--- src/rtl/tnn_neuron_stream.sv ---
`default_nettype none
// ============================================================================
// tnn_neuron_stream: streaming threshold neuron, signed lane-sum vs threshold
// Revision: 1.0
// ============================================================================
module tnn_neuron_stream #(
  parameter int               IN_W      = 2,
  parameter int               LANES     = 8,
  parameter int               MAX_BEATS = 4,
  parameter logic [LANES-1:0] POS_MASK  = 8'b1000_1001,
  localparam int              ACC_W     = $clog2(LANES*MAX_BEATS*(2**IN_W-1)+1)+1
) (
  input  logic                  clk,
  input  logic                  rst,
  input  logic                  in_valid,
  output logic                  in_ready,
  input  logic [LANES*IN_W-1:0] in_data,
  input  logic                  in_last,
  input  logic [ACC_W-1:0]      thresh,
  output logic                  out_valid,
  input  logic                  out_ready,
  output logic                  out_bit,
  output logic [ACC_W-1:0]      out_sum,
  output logic                  out_err
);

  localparam int CNT_W = (MAX_BEATS > 1) ? $clog2(MAX_BEATS) : 1;
  localparam logic [CNT_W-1:0] LAST_CNT = CNT_W'(MAX_BEATS-1);

  typedef enum logic [0:0] {ST_ACC = 1'b0, ST_RESULT = 1'b1} state_t;

  state_t                   state_q, state_d;
  logic signed [ACC_W-1:0]  acc_q, acc_d;
  logic [CNT_W-1:0]         beat_cnt_q, beat_cnt_d;
  logic                     in_ready_q, in_ready_d;
  logic                     out_valid_q, out_valid_d;
  logic                     out_bit_q, out_bit_d;
  logic signed [ACC_W-1:0]  out_sum_q, out_sum_d;
  logic                     out_err_q, out_err_d;

  logic signed [ACC_W-1:0]  beat_sum;
  logic signed [ACC_W-1:0]  total;
  logic                     beat_hs;
  logic                     end_of_sample;

  always_comb begin
    beat_sum = '0;
    for (int i = 0; i < LANES; i++) begin
      if (POS_MASK[i])
        beat_sum = beat_sum + $signed({{(ACC_W-IN_W){1'b0}}, in_data[i*IN_W +: IN_W]});
      else
        beat_sum = beat_sum - $signed({{(ACC_W-IN_W){1'b0}}, in_data[i*IN_W +: IN_W]});
    end
  end

  assign beat_hs       = in_valid && (state_q == ST_ACC);
  assign total         = acc_q + beat_sum;
  // The final permitted beat closes the sample even without in_last.
  assign end_of_sample = beat_hs && (in_last || (beat_cnt_q == LAST_CNT));

  always_comb begin
    state_d     = state_q;
    acc_d       = acc_q;
    beat_cnt_d  = beat_cnt_q;
    in_ready_d  = in_ready_q;
    out_valid_d = out_valid_q;
    out_bit_d   = out_bit_q;
    out_sum_d   = out_sum_q;
    out_err_d   = out_err_q;
    case (state_q)
      ST_ACC: begin
        if (end_of_sample) begin
          out_sum_d   = total;
          out_bit_d   = total > $signed(thresh);
          out_err_d   = !in_last;
          acc_d       = '0;
          beat_cnt_d  = '0;
          in_ready_d  = 1'b0;
          out_valid_d = 1'b1;
          state_d     = ST_RESULT;
        end else if (beat_hs) begin
          acc_d      = total;
          beat_cnt_d = beat_cnt_q + 1'b1;
        end
      end
      ST_RESULT: begin
        if (out_ready) begin
          in_ready_d  = 1'b1;
          out_valid_d = 1'b0;
          state_d     = ST_ACC;
        end
      end
      default: state_d = ST_ACC;
    endcase
  end

  always_ff @(posedge clk or posedge rst) begin
    if (rst) begin
      state_q     <= ST_ACC;
      acc_q       <= '0;
      beat_cnt_q  <= '0;
      in_ready_q  <= 1'b1;
      out_valid_q <= 1'b0;
      out_bit_q   <= 1'b0;
      out_sum_q   <= '0;
      out_err_q   <= 1'b0;
    end else begin
      state_q     <= state_d;
      acc_q       <= acc_d;
      beat_cnt_q  <= beat_cnt_d;
      in_ready_q  <= in_ready_d;
      out_valid_q <= out_valid_d;
      out_bit_q   <= out_bit_d;
      out_sum_q   <= out_sum_d;
      out_err_q   <= out_err_d;
    end
  end

  assign in_ready  = in_ready_q;
  assign out_valid = out_valid_q;
  assign out_bit   = out_bit_q;
  assign out_sum   = out_sum_q;
  assign out_err   = out_err_q;

endmodule
`default_nettype wire

--- config.mk ---
export PLATFORM = sky130hd
export DESIGN_NAME = tnn_neuron_stream
export DESIGN_NICKNAME = d
export VERILOG_FILES = /design/src/rtl/tnn_neuron_stream.sv
export SDC_FILE = /design/constraint.sdc
export NUM_CORES = 1
export LEC_CHECK = 0
export CORE_MARGIN = 5
export CORE_UTILIZATION = 51
export CTS_CLUSTER_SIZE = 16
export DETAILED_ROUTE_END_ITERATION = 16
export PLACE_DENSITY = 0.8
export SKIP_CTS_REPAIR_TIMING = 1
export SYNTH_ARGS = -nofsm -noshare
export SYNTH_HDL_FRONTEND = slang
export SYNTH_SLANG_ARGS = --single-unit
--- constraint.sdc ---
create_clock -name clk -period 5.5 [get_ports clk]
set_input_delay 0.55 -clock clk [delete_from_list [all_inputs] [get_ports clk]]
set_output_delay 0.55 -clock clk [all_outputs]
set_load 0.01 [all_outputs]
==> metrics.cfg <==
[run_status]
status=finished, final reports clean

[grt]
antenna_found_initial=0
grt_pass1_vias=1407
grt_pass1_wl_um=6290
grtUsageTotal_pct=15.1
grt_max_degree=24
grt_overflow_total=0

[critical_path]
cp_max_fo=2
r2r_cells=17
critPathMaxStageDelay_ns=0.54
ff2ff_setup_slack_ns=0.69
cp_num_buf_inv=5
critPathMostFrequentCell=fa_1
reg2reg_to=out_bit$_DFFE_PP0P_
rr_startpoint=acc_q[1]$_DFFE_PP0P_
worst_ep_arrival_time_ns=5.35
critPathCaptureType=flip-flop
path_cells=clkdlybuf4s50_1 > inv_1 > fa_1 > fa_1 > fa_1 > inv_1 > fa_1 > inv_1 > ha_1 > inv_1 > fa_1 > nor2b_2 > o21ai_0 > a21oi_1 > ha_1 > a21o_1 > a2111o_1 > o21ai_0 > o21ai_0
path_class=in -> reg
critPathRequiredTime_ns=5.61
slowest_stage=fa_1
cp-startpoint=in_data[5]
critPathLaunchType=input port
cp_top_family=adder cells

[finish]
drive_above_1_share_pct=5.47
syn2layout_area_growth_pct=27.7
final_common_cell=inv_1
fin_util_pct=66.8
n_antenna_cell=0
num-nets-final=329
mostFrequentLayoutCells=57 x inv_1, 40 x clkdlybuf4s50_1, 30 x ha_1
n_fill_cell=312

[logic_synthesis]
syn_nets=282
ys_seq_area_share_pct=30.1
syn_avg_cell_area_um2=9.13
yosysWarningCount=0
async_reset_ff_share_pct=100
synth_edf_count=0
synth.distinct_cells=31
synth_cells=210
yosys_register_bits=23
ys.flop_type=dfrtp_1
syn-cell-area_mm2=0.00192

[timing]
slew_headroom_pct=38.6
tns_ns=0
holdWs_ns=0.467
fin_crit_ns=5.24
fin_skew_ns=0.00289
setup_viol=0
max_freq_ghz=0.191
finalHoldViolations=0
timing.final.crit_share_pct=95.3
slew_violations=0
tightest_slew_ns=0.915

[hold_path]
holdPathStages=2
hold_start=in_ready$_DFFE_PP1P_
worstHoldEndpoint=in_ready$_DFFE_PP1P_
hold_path_class=reg -> reg

[detailed_routing]
viasPerCell=4.89
drt-pass1-iter-count=5
ant_nets=0
routedWlPerCell_um=12.1
drtIter0Drc=48
vias=1486
drc=0
finalWirelength_um=3670

[clocking]
clockBufferDepth=2
clock-sinks=23
root_buffer=clkbuf_8
insertion_delay_ns=0.26
cts_tree=built
htree_levels=1
path_clk_slew_ns=0.08
cts-buffers-inserted=3

[floorplan]
die_height_um=71.3
die-width_um=71.3
start_util_pct=52.4
io_pins=41
rows=22
core_mm2=0.00366
die-area_mm2=0.00508

[placed_design]
routabilityCongestion=0.776
portBuffers=40
place_hpwl_um=3140

[job]
drv_cap=0

-- worst register-to-register path: cells and delay by family (launching register included) --
kind | cells | cell delay [ns]
fa+ha+maj | 7 | 2.82
compound gates | 6 | 1.09
flops | 1 | 0.42
buf+inv | 3 | 0.18
simple gates | 1 | 0.15
-- worst max-delay path by stage --
stage	end	slack [ns]	cells after the start
after floorplan	out_bit$_DFFE_PP0P_	0.68	18
after global placement	out_bit$_DFFE_PP0P_	0.09	19
after detailed placement	out_bit$_DFFE_PP0P_	-0.03	19
after CTS	out_bit$_DFFE_PP0P_	0.25	19
after global routing	out_bit$_DFFE_PP0P_	-0.01	19
final	out_bit$_DFFE_PP0P_	0.26	19
-- metal layers --
| layer | vias up | wire length (µm) | global-route usage, % |
|---|---|---|---|
| met5 | - | 0 | 0 |
| met1 | 703 | 1680 | 19.8 |
| li1 | 757 | - | - |
| met4 | 0 | 31 | 3.76 |
| met3 | 2 | 131 | 2.52 |
| met2 | 24 | 1830 | 25.8 |
-- synthesized netlist by cell type (2+ instances only) --
cell,count,area (µm²)
ha_1,30,375
o22ai_1,4,25.0
xnor2_1,6,52.6
inv_1,57,214
nor2_1,4,15.0
o21a_1,2,15.0
a21oi_1,8,40.0
nor3_1,3,15.0
a21o_1,2,15.0
o21ai_0,11,55.1
dfrtp_1,22,551
fa_1,13,260
nor2b_1,3,18.8
a22o_1,2,17.5
nand2_1,27,101
-- cell type report --
cell class / instances / area, µm² / area share, %
Timing Repair Buffer: 44 / 430 / 17.6
Sequential cell: 23 / 577 / 23.6
Clock buffer: 3 / 41.3 / 1.69
Clock inverter: 1 / 5.00 / 0.204
Multi-Input combinational cell: 128 / 1120 / 45.8
Tap cell: 48 / 60.1 / 2.45
Inverter: 57 / 214 / 8.74
-- per-stage QoR --
| stage | instance area (µm²) | setup slack (ns) | instances |
|---|---|---|---|
| 3_3_place_gp | 2390 | 0.0905 | 299 |
| 4_1_cts | 2440 | 0.253 | 303 |
| 3_5_place_dp | 2390 | -0.0303 | 299 |
| 2_1_floorplan | 1920 | 0.678 | 210 |
| 5_1_grt | 2450 | -0.0146 | 304 |
| 6_report | 2450 | 0.261 | 304 |
-- cell families (layout without fill, tap and decap cells) --
| kind of cell | Yosys count | after routing | share of synthesized area, % |
|---|---|---|---|
| buf+inv | 59 | 105 | 11.6 |
| fa+ha+maj | 43 | 43 | 33.2 |
| simple gates | 42 | 42 | 9.53 |
| compound gates | 35 | 35 | 11.6 |
| flops | 23 | 23 | 30.1 |
| xor+xnor | 7 | 7 | 3.20 |
| mux | 1 | 1 | 0.783 |
-- registers in the layout, indices dropped and copies added (netlist names) --
| signal | flops |
|---|---|
| out_sum | 8 |
| in_ready | 1 |
| out_valid | 1 |
| acc_q | 8 |
| out_bit | 1 |
| state_q | 1 |
| out_err | 1 |
| beat_cnt_q | 2 |
Power is not shown: default switching activity piles up to over one toggle a cycle in this logic, so the estimate is an artifact.
